## src/rtl/shiftreg_pkg.sv

```systemverilog
// ----------------------------------------------------------------------------
// shiftreg_pkg
//
// Shared types for the universal shift register.
//   op_t    : operation code presented on the op port
//   state_t : control FSM states
//   is_shift: true for the two shifting operations
// ----------------------------------------------------------------------------
package shiftreg_pkg;

  typedef enum logic [1:0] {
    OP_HOLD = 2'b00,
    OP_LOAD = 2'b01,
    OP_SHR  = 2'b10,
    OP_SHL  = 2'b11
  } op_t;

  typedef enum logic {
    ST_IDLE = 1'b0,
    ST_BUSY = 1'b1
  } state_t;

  function automatic logic is_shift(input op_t op);
    return (op == OP_SHR) || (op == OP_SHL);
  endfunction

endpackage

```

## src/rtl/shiftreg_step_ctr.sv

```systemverilog
// ----------------------------------------------------------------------------
// shiftreg_step_ctr
//
// Down-counter of shift steps still to be performed after the current edge.
//
// Ports:
//   clk       in  1   clock, rising edge
//   reset     in  1   synchronous active-high reset, clears the counter
//   load      in  1   load load_val (takes priority over decrement)
//   load_val  in  CW  value to load
//   decrement in  1   count down by one (saturates at zero)
//   last      out 1   exactly one step remains
// ----------------------------------------------------------------------------
module shiftreg_step_ctr #(
  parameter int unsigned CW = 4
) (
  input  logic          clk,
  input  logic          reset,
  input  logic          load,
  input  logic [CW-1:0] load_val,
  input  logic          decrement,
  output logic          last
);

  logic [CW-1:0] cnt_q;

  always_ff @(posedge clk) begin
    if (reset) begin
      cnt_q <= '0;
    end else if (load) begin
      cnt_q <= load_val;
    end else if (decrement && (cnt_q != '0)) begin
      cnt_q <= cnt_q - CW'(1);
    end
  end

  assign last = (cnt_q == CW'(1));

endmodule

```

## src/rtl/univ_shift_register.sv

```systemverilog
// ----------------------------------------------------------------------------
// univ_shift_register
//
// Universal shift register with valid/ready operation handshake. An accepted
// SHR/SHL of N steps shifts once on the accepting edge and once per edge
// afterwards; done pulses for one cycle after the final step (or after an
// accepted HOLD/LOAD/zero-count shift).
//
// Optional feature: define SHIFTREG_ROTATE_EN to add the rotate input. When
// rotate is high at acceptance, every shift of that operation feeds the bit
// leaving the register back in at the other end instead of ser_in.
//
// Ports:
//   clk        in  1      clock, rising edge
//   reset      in  1      synchronous active-high reset
//   op         in  2      00 HOLD, 01 LOAD, 10 SHR (toward bit 0), 11 SHL
//   op_valid   in  1      operation request
//   op_ready   out 1      high while idle (operation can be accepted)
//   count      in  CW     number of shift steps
//   load_data  in  WIDTH  parallel load value
//   ser_in     in  1      serial input (MSB on SHR, LSB on SHL)
//   rotate     in  1      rotate instead of serial input (SHIFTREG_ROTATE_EN)
//   q          out WIDTH  register contents
//   ser_out    out 1      bit shifted out on the most recent shift edge
//   done       out 1      one-cycle completion pulse
// ----------------------------------------------------------------------------
module univ_shift_register
  import shiftreg_pkg::*;
#(
  parameter int unsigned WIDTH = 8,
  parameter int unsigned CW    = $clog2(WIDTH) + 1
) (
  input  logic             clk,
  input  logic             reset,
  input  logic [1:0]       op,
  input  logic             op_valid,
  output logic             op_ready,
  input  logic [CW-1:0]    count,
  input  logic [WIDTH-1:0] load_data,
  input  logic             ser_in,
`ifdef SHIFTREG_ROTATE_EN
  input  logic             rotate,
`endif
  output logic [WIDTH-1:0] q,
  output logic             ser_out,
  output logic             done
);

  // --------------------------------------------------------------------------
  // Control state
  // --------------------------------------------------------------------------
  state_t state_q;
  logic   shl_q;     // direction of the operation in flight
  logic   done_q;
`ifdef SHIFTREG_ROTATE_EN
  logic   rot_q;     // rotate mode of the operation in flight
`endif

  // --------------------------------------------------------------------------
  // Acceptance decode
  // --------------------------------------------------------------------------
  op_t  op_in;
  logic accept;
  logic acc_shift;   // accepted shift that moves at least one step
  logic busy_shift;
  logic shift_en;
  logic load_en;
  logic ctr_load;    // operation needs more than the accepting edge
  logic last;

  assign op_in      = op_t'(op);
  assign op_ready   = (state_q == ST_IDLE);
  assign accept     = op_valid && op_ready;
  assign acc_shift  = accept && is_shift(op_in) && (count != '0);
  assign busy_shift = (state_q == ST_BUSY);
  assign shift_en   = acc_shift || busy_shift;
  assign load_en    = accept && (op_in == OP_LOAD);
  assign ctr_load   = acc_shift && (count > CW'(1));

  // --------------------------------------------------------------------------
  // Shift datapath (combinational next value)
  // --------------------------------------------------------------------------
  logic [WIDTH-1:0] q_q;
  logic             ser_out_q;
  logic             shift_left;
  logic             rot_now;
  logic             out_bit;
  logic             in_bit;
  logic [WIDTH-1:0] shifted;

  // On the accepting edge direction/rotate come straight from the inputs;
  // afterwards from the values latched at acceptance.
  assign shift_left = acc_shift ? (op_in == OP_SHL) : shl_q;

`ifdef SHIFTREG_ROTATE_EN
  assign rot_now = acc_shift ? rotate : rot_q;
`else
  assign rot_now = 1'b0;
`endif

  assign out_bit = shift_left ? q_q[WIDTH-1] : q_q[0];
  assign in_bit  = rot_now ? out_bit : ser_in;
  assign shifted = shift_left ? {q_q[WIDTH-2:0], in_bit} : {in_bit, q_q[WIDTH-1:1]};

  // --------------------------------------------------------------------------
  // Remaining-step counter: holds steps left after the current edge
  // --------------------------------------------------------------------------
  shiftreg_step_ctr #(
    .CW (CW)
  ) u_step_ctr (
    .clk       (clk),
    .reset     (reset),
    .load      (ctr_load),
    .load_val  (count - CW'(1)),
    .decrement (busy_shift),
    .last      (last)
  );

  // --------------------------------------------------------------------------
  // Control FSM with registered done
  // --------------------------------------------------------------------------
  always_ff @(posedge clk) begin
    if (reset) begin
      state_q <= ST_IDLE;
      shl_q   <= 1'b0;
      done_q  <= 1'b0;
`ifdef SHIFTREG_ROTATE_EN
      rot_q   <= 1'b0;
`endif
    end else begin
      done_q <= 1'b0;
      unique case (state_q)
        ST_IDLE: begin
          if (accept) begin
            shl_q <= (op_in == OP_SHL);
`ifdef SHIFTREG_ROTATE_EN
            rot_q <= rotate;
`endif
            if (ctr_load) begin
              state_q <= ST_BUSY;
            end else begin
              // HOLD, LOAD, zero-count and single-step shifts finish here
              done_q <= 1'b1;
            end
          end
        end
        ST_BUSY: begin
          // op_valid, op and count are ignored while busy
          if (last) begin
            state_q <= ST_IDLE;
            done_q  <= 1'b1;
          end
        end
        default: state_q <= ST_IDLE;
      endcase
    end
  end

  // --------------------------------------------------------------------------
  // q datapath
  // --------------------------------------------------------------------------
  always_ff @(posedge clk) begin
    if (reset) begin
      q_q       <= '0;
      ser_out_q <= 1'b0;
    end else if (load_en) begin
      q_q <= load_data;
    end else if (shift_en) begin
      q_q       <= shifted;
      ser_out_q <= out_bit;
    end
  end

  assign q       = q_q;
  assign ser_out = ser_out_q;
  assign done    = done_q;

endmodule
```

## config.mk

```make
export PLATFORM = sky130hd
export DESIGN_NAME = univ_shift_register
export DESIGN_NICKNAME = d
export VERILOG_FILES = /design/src/rtl/shiftreg_pkg.sv /design/src/rtl/shiftreg_step_ctr.sv /design/src/rtl/univ_shift_register.sv
export SDC_FILE = /design/constraint.sdc
export NUM_CORES = 1
export LEC_CHECK = 0
export ABC_AREA = 1
export CORE_MARGIN = 3
export CORE_UTILIZATION = 49
export CTS_CLUSTER_DIAMETER = 40
export DETAILED_ROUTE_END_ITERATION = 8
export GPL_ROUTABILITY_DRIVEN = 1
export PLACE_DENSITY_LB_ADDON = 0.15
export SLEW_MARGIN = 20
export SYNTH_ARGS = -nofsm -noshare
export SYNTH_HDL_FRONTEND = slang
export SYNTH_SLANG_ARGS = --single-unit
```

## constraint.sdc

```tcl
create_clock -name clk -period 1.7 [get_ports clk]
set_input_delay 0.255 -clock clk [delete_from_list [all_inputs] [get_ports clk]]
set_output_delay 0.255 -clock clk [all_outputs]
set_load 0.01 [all_outputs]
```

==> results of run 1 <==
## layout by cell type (no fill, tap or decap), types with 5 or more instances in the layout
master / Yosys / routed
nand2_1: 28 / 28
nand4_1: 6 / 6
clkdlybuf4s50_1: 0 / 28
nand2_4: 5 / 5
nand3_1: 26 / 26
o21ai_0: 5 / 5
ha_1: 5 / 5
dfxtp_1: 16 / 16
nor2_1: 8 / 8
o21ai_1: 7 / 7
a21oi_1: 13 / 13
inv_1: 28 / 28
buf_4: 0 / 9
## where the power goes
| group | switching (uW) | internal (uW) | total, uW |
|---|---|---|---|
| Combinational | 211 | 188 | 399 |
| Clock | 133 | 131 | 264 |
| Sequential | 33.6 | 413 | 446 |
## state kept, by name, indices dropped and copies added (netlist names)
| name | cells |
|---|---|
| q | 8 |
| shl_q | 1 |
| busy_shift | 1 |
| ser_out | 1 |
| done | 1 |
| u_step_ctr.cnt_q | 4 |
## cell families (layout without fill, tap and decap cells)
group                    Yosys count  in the layout  synth area share (%)
adder cells (fa/ha/maj)            5              5                  5.35
AO/OA/AOI/OAI                     27             27                  12.1
buffers and inverters             33             73                  10.8
flip-flops                        16             16                  27.4
XOR/XNOR                           4              4                  3.00
AND/OR/NAND/NOR                   83             83                  41.4
## synthesized netlist by cell type
cell type / n / area (um2)
nor3_1: 2 / 10.0
inv_2: 3 / 11.3
xor2_1: 3 / 26.3
inv_1: 28 / 105
o21ai_0: 5 / 25.0
nand2_4: 5 / 56.3
a21oi_1: 13 / 65.1
o21ai_1: 7 / 35.0
nand3_4: 3 / 52.6
clkbuf_1: 1 / 3.75
nand4_1: 6 / 37.5
a21oi_2: 1 / 8.76
nand2_2: 2 / 12.5
o21bai_1: 1 / 7.51
inv_4: 1 / 6.26
ha_1: 5 / 62.6
dfxtp_1: 16 / 320
nand3_2: 1 / 10.0
xnor2_1: 1 / 8.76
nor2_8: 1 / 20.0
nand3_1: 26 / 130
nor2_1: 8 / 30.0
nand2_8: 1 / 20.0
nand2_1: 28 / 105
## final cells by class
cell class	instances	area [um2]	share of cell area (%)
clock buffers	4	36.3	2.29
inverters	32	123	7.73
multi-input cells	119	723	45.6
flip-flops and latches	16	320	20.2
well taps	28	35.0	2.21
repair buffers	37	348	21.9
## per-stage QoR
stage / std cells / setup TNS, ps / power (uW) / cell area (um2)
after global placement: 232 / -1230 / 838 / 1550
after CTS: 236 / 0 / 1120 / 1590
after detailed placement: 232 / -1830 / 851 / 1550
after global routing: 236 / 0 / 1190 / 1590
final: 236 / 0 / 1110 / 1590
after floorplan: 168 / 0 / 692 / 1170
## layer usage
layer	vias to the layer above	global-route usage, %	routed length [um]
met3	5	3.81	176
met5	-	0	0
li1	631	-	-
met2	40	40.9	1500
met4	0	11.6	53
met1	534	21.7	1170
## worst max path at each step
stage                                from                          endpoint  slack (ps)  cells after the start
floorplan                        count[0]  u_step_ctr.cnt_q[3]$_SDFFE_PP0P_         300                      8
global placement                 count[0]              ser_out$_SDFFE_PP0P_        -110                      9
finish              busy_shift$_SDFF_PP0_                          op_ready          80                      2
CTS                 busy_shift$_SDFF_PP0_                          op_ready          70                      2
global route                     count[0]  u_step_ctr.cnt_q[3]$_SDFFE_PP0P_           3                     10
detailed placement               count[1]              ser_out$_SDFFE_PP0P_        -190                      9
## worst max-delay path, cell delays in order (launching register included)
cell	delay, ps
dfxtp_1	360
inv_4	140
clkdlybuf4s50_1	560
==> impl_metrics.csv, run 1 <==
group,metric,value,unit
clocking,cts_buffer_depth,2,
final_layout,utilization,71.0,%
sta,rsz0062_at_grt,"false",
worst_setup_path,path_max_fanout,10,
routing,vias_per_cell,5.13,
sta,finalSetupViolCount,0,
placement,gp_congestion,0.839,
synthesis,postSynthAreaPerCell,6.96,um2
die,floorplan.die.width,54.9,um
worst_setup_path,cp-end-kind,"output pin",
power,leakage,0.000736,uW
power,peakVddDrop,0.000436,V
routing,num_vias,1210,
sta,skew,7.68,ps
final_layout,fill_cells,200,
synthesis,synth_cells,168,
global_route,grt_pass1_wl,4630,um
clocking,cts_tree,"yes",
status,status,"finished, final reports clean",
power,power-per-cell-area,700,mW/mm2
clocking,cts-hold-fix-buffers,0,
worst_setup_path,reg2reg_to,"ser_out$_SDFFE_PP0P_",
sta,setup_ws,81.4,ps
placement,place_ws,-189,ps
routing,dr.pass1.iters,4,
worst_setup_path,worstSetupPathType,"flop to output pin",
clocking,clk_latency,300,ps
clocking,cts_resized,0,
final_layout,syn_to_final_growth,35.5,%
sta,slew_headroom,81.2,%
hold_path,min_from,"u_step_ctr.cnt_q[2]$_SDFFE_PP0P_",
synthesis,yosysWarnings,0,
global_route,grtUsageTotal,21.6,%
die,start_util,52.4,%
sta,hold_viol_final,0,
clocking,clock_sinks,16,
routing,drtIter0Drc,21,
hold_path,min_path_type,"flop to flop",
worst_setup_path,cp.arrival,1360,ps
clocking,clk_pin_slew,100,ps
synthesis,synth.distinct_cells,24,
sta,worstMarginPinSlew,281,ps
die,rows,17,
worst_setup_path,cp-start-kind,"flop",
sta,min_period_over_period,95.2,%
routing,drt.antenna.violating_nets,0,
synthesis,yosysSeqAreaShare,27.4,%
clocking,root_buffer,"clkbuf_4",
routing,wl_per_cell,12.3,um
routing,wirelength,2900,um
clocking,post_cts_buffers,0,
worst_setup_path,cp.required,1440,ps
job,cap_violations,0,
die,die_area,0.00301,mm2
placement,port_buffers,28,
die,core_area,0.00223,mm2
hold_path,whs_endpoint,"u_step_ctr.cnt_q[2]$_SDFFE_PP0P_",
synthesis,syn_nets,191,
sta,report.final.slew_viol_count,0,
sta,hold_slack,533,ps
global_route,grt_pass1_vias,1172,
worst_setup_path,regToRegSetupSlack,270,ps
final_layout,diodes,0,
die,dieHeight,54.9,um
worst_setup_path,r2r_cells,8,
hold_path,hold_depth,2,
routing,drc,0,
final_layout,final_nets,232,
final_layout,drive_gt1_share,14.9,%
global_route,grt_overflow,0,
worst_setup_path,timing.rr.start,"busy_shift$_SDFF_PP0_",
die,ios,29,
global_route,grt_max_degree,11,
synthesis,synth-seq-cells,16,
synthesis,synth_area,0.00117,mm2
clocking,numCtsBuffers,3,
sta,fmax,618,MHz
global_route,antenna_found_initial,0,
sta,period_needed,1620,ps
clocking,h-tree-depth,1,
placement,dp_hpwl,2250,um
(Power assumes the default switching activity.)
==> run 2: changes to the inputs <==
--- a/config.mk
+++ b/config.mk
@@ -7,10 +7,11 @@
 export LEC_CHECK = 0
 export ABC_AREA = 1
 export CORE_MARGIN = 3
-export CORE_UTILIZATION = 49
+export CORE_UTILIZATION = 51
+export CTS_BUF_LIST = sky130_fd_sc_hd__clkbuf_2 sky130_fd_sc_hd__clkbuf_4 sky130_fd_sc_hd__clkbuf_8
 export CTS_CLUSTER_DIAMETER = 40
 export DETAILED_ROUTE_END_ITERATION = 8
-export GPL_ROUTABILITY_DRIVEN = 1
+export GPL_ROUTABILITY_DRIVEN = 0
 export PLACE_DENSITY_LB_ADDON = 0.15
 export SLEW_MARGIN = 20
 export SYNTH_ARGS = -nofsm -noshare
==> run 2 against run 1 <==
Non-clock buffer count is the same. Critical path type unchanged. Hold slack is essentially flat. Wire length grew 0.41%. Sequential cell count is the same. Clock skew shrank 6.3 ps. Die area shrank 3.5%. Cell count shrank 0.42%. Design area grew 0.24%. Largest power group unchanged.
==> impl_metrics.csv, run 2 (synthesis gave the netlist of run 1 again) <==
group,metric,value,unit
status,status,"finished, final reports clean",
die,die_area,0.00290,mm2
die,start_util,56.7,%
power,power-per-cell-area,704,mW/mm2
clocking,cts-hold-fix-buffers,0,
routing,wl_per_cell,12.4,um
power,switchingPower,386,uW
final_layout,drive_gt1_share,14.9,%
global_route,grtUsageTotal,23.6,%
clocking,h-tree-depth,1,
final_layout,utilization,77.1,%
sta,worstMarginPinSlew,245,ps
die,core_area,0.00206,mm2
routing,dr.pass1.iters,4,
worst_setup_path,r2r_cells,8,
placement,place_ws,-236,ps
clocking,clk_pin_slew,100,ps
sta,rsz0062_at_grt,"false",
sta,fmax,623,MHz
sta,fin_setup_tns,0,ps
final_layout,diodes,0,
sta,skew,1.37,ps
routing,drc,0,
worst_setup_path,cp.arrival,1350,ps
placement,port_buffers,28,
worst_setup_path,cp-end-kind,"output pin",
global_route,grt_overflow,0,
clocking,root_buffer,"clkbuf_4",
routing,num_vias,1270,
global_route,grt_max_degree,11,
global_route,grt_pass1_vias,1224,
global_route,grt_pass1_wl,4960,um
sta,slew_headroom,83.7,%
routing,vias_per_cell,5.40,
power,leakage,0.000746,uW
worst_setup_path,cp-start-kind,"flop",
global_route,antenna_found_initial,0,
die,rows,16,
hold_path,hold_depth,2,
power,peakVddDrop,0.000845,V
power,p_seq_share,39.8,%
worst_setup_path,path_max_fanout,10,
final_layout,largest_reg_flops,8,
power,p_comb_share,36.6,%
power,finalPower,1120,uW
die,ios,29,
hold_path,min_path_type,"flop to flop",
clocking,clock_sinks,16,
final_layout,instances_no_fill,235,
power,clockPowerShare,23.7,%
final_layout,syn_to_final_growth,35.8,%
final_layout,final_nets,232,
clocking,cts_tree,"yes",
sta,min_period_over_period,94.4,%
final_layout,final_cell_mix,"28 x inv_1, 28 x nand2_1, 28 x clkdlybuf4s50_1",
sta,setup_ws,95.1,ps
job,cap_violations,0,
power,p_int,733,uW
sta,period_needed,1600,ps
sta,hold_viol_final,0,
routing,drtIter0Drc,55,
power,swShare,34.5,%
worst_setup_path,cp.required,1440,ps
clocking,post_cts_buffers,0,
placement,dp.cells,231,
sta,finalSetupViolCount,0,
clocking,numCtsBuffers,3,
die,floorplan.die.width,53.9,um
placement,dp_hpwl,2190,um
sta,report.final.slew_viol_count,0,
die,dieHeight,53.9,um
routing,wirelength,2910,um
worst_setup_path,worstSetupPathType,"flop to output pin",
routing,drt.antenna.violating_nets,0,
clocking,clk_latency,290,ps
clocking,cts_buffer_depth,2,
-- run 2: cell counts in the layout (fill, tap and decap cells not counted) --
Identical to the previous run, type by type.
-- run 2: through the flow --
stage	area [um2]	hold WS [ps]
floorplan	1170	398
global placement	1550	508
detailed placement	1550	517
CTS	1580	533
global route	1590	572
finish	1590	533
-- run 2: critical path: stages, from the launching register on --
cell and delay (ps):
dfxtp_1 360, inv_4 140, clkdlybuf4s50_1 550
-- run 2: cell type report --
type                    count  area (um2)
multi-input cells         119         728
fillers                   158         473
repair buffers             37         348
flip-flops and latches     16         320
inverters                  32         123
clock buffers               4        36.3
well taps                  27        33.8
-- run 2: layer usage --
metal	track usage (%)	vias up	share of wire, %
met2	42.3	66	50
met1	25.4	563	41
met4	11.9	0	3.5
met3	5.82	15	6.2
li1	-	626	-
met5	0	-	0
-- run 2: power by group through the flow --
stage          Combinational (uW)  Clock (uW)  Sequential, uW
3_3_place_gp                  386           0             451
6_report                      410         265             445
5_1_grt                       455         283             449
2_1_floorplan                 234           0             458
4_1_cts                       404         266             444
3_5_place_dp                  396           0             453
-- run 2: final timing paths --
check	startpoint	endpoint	slack, ps
max	busy_shift$_SDFF_PP0_	op_ready	100
min	shl_q$_SDFFE_PP0P_	shl_q$_SDFFE_PP0P_	530
max reg2reg	busy_shift$_SDFF_PP0_	ser_out$_SDFFE_PP0P_	240
min reg2reg	shl_q$_SDFFE_PP0P_	shl_q$_SDFFE_PP0P_	530
-- run 2: what timing repair did --
item,CTS,global route
resized for setup,0,3
setup endpoints to repair,0,5
endpoints found under the hold margin,0,0
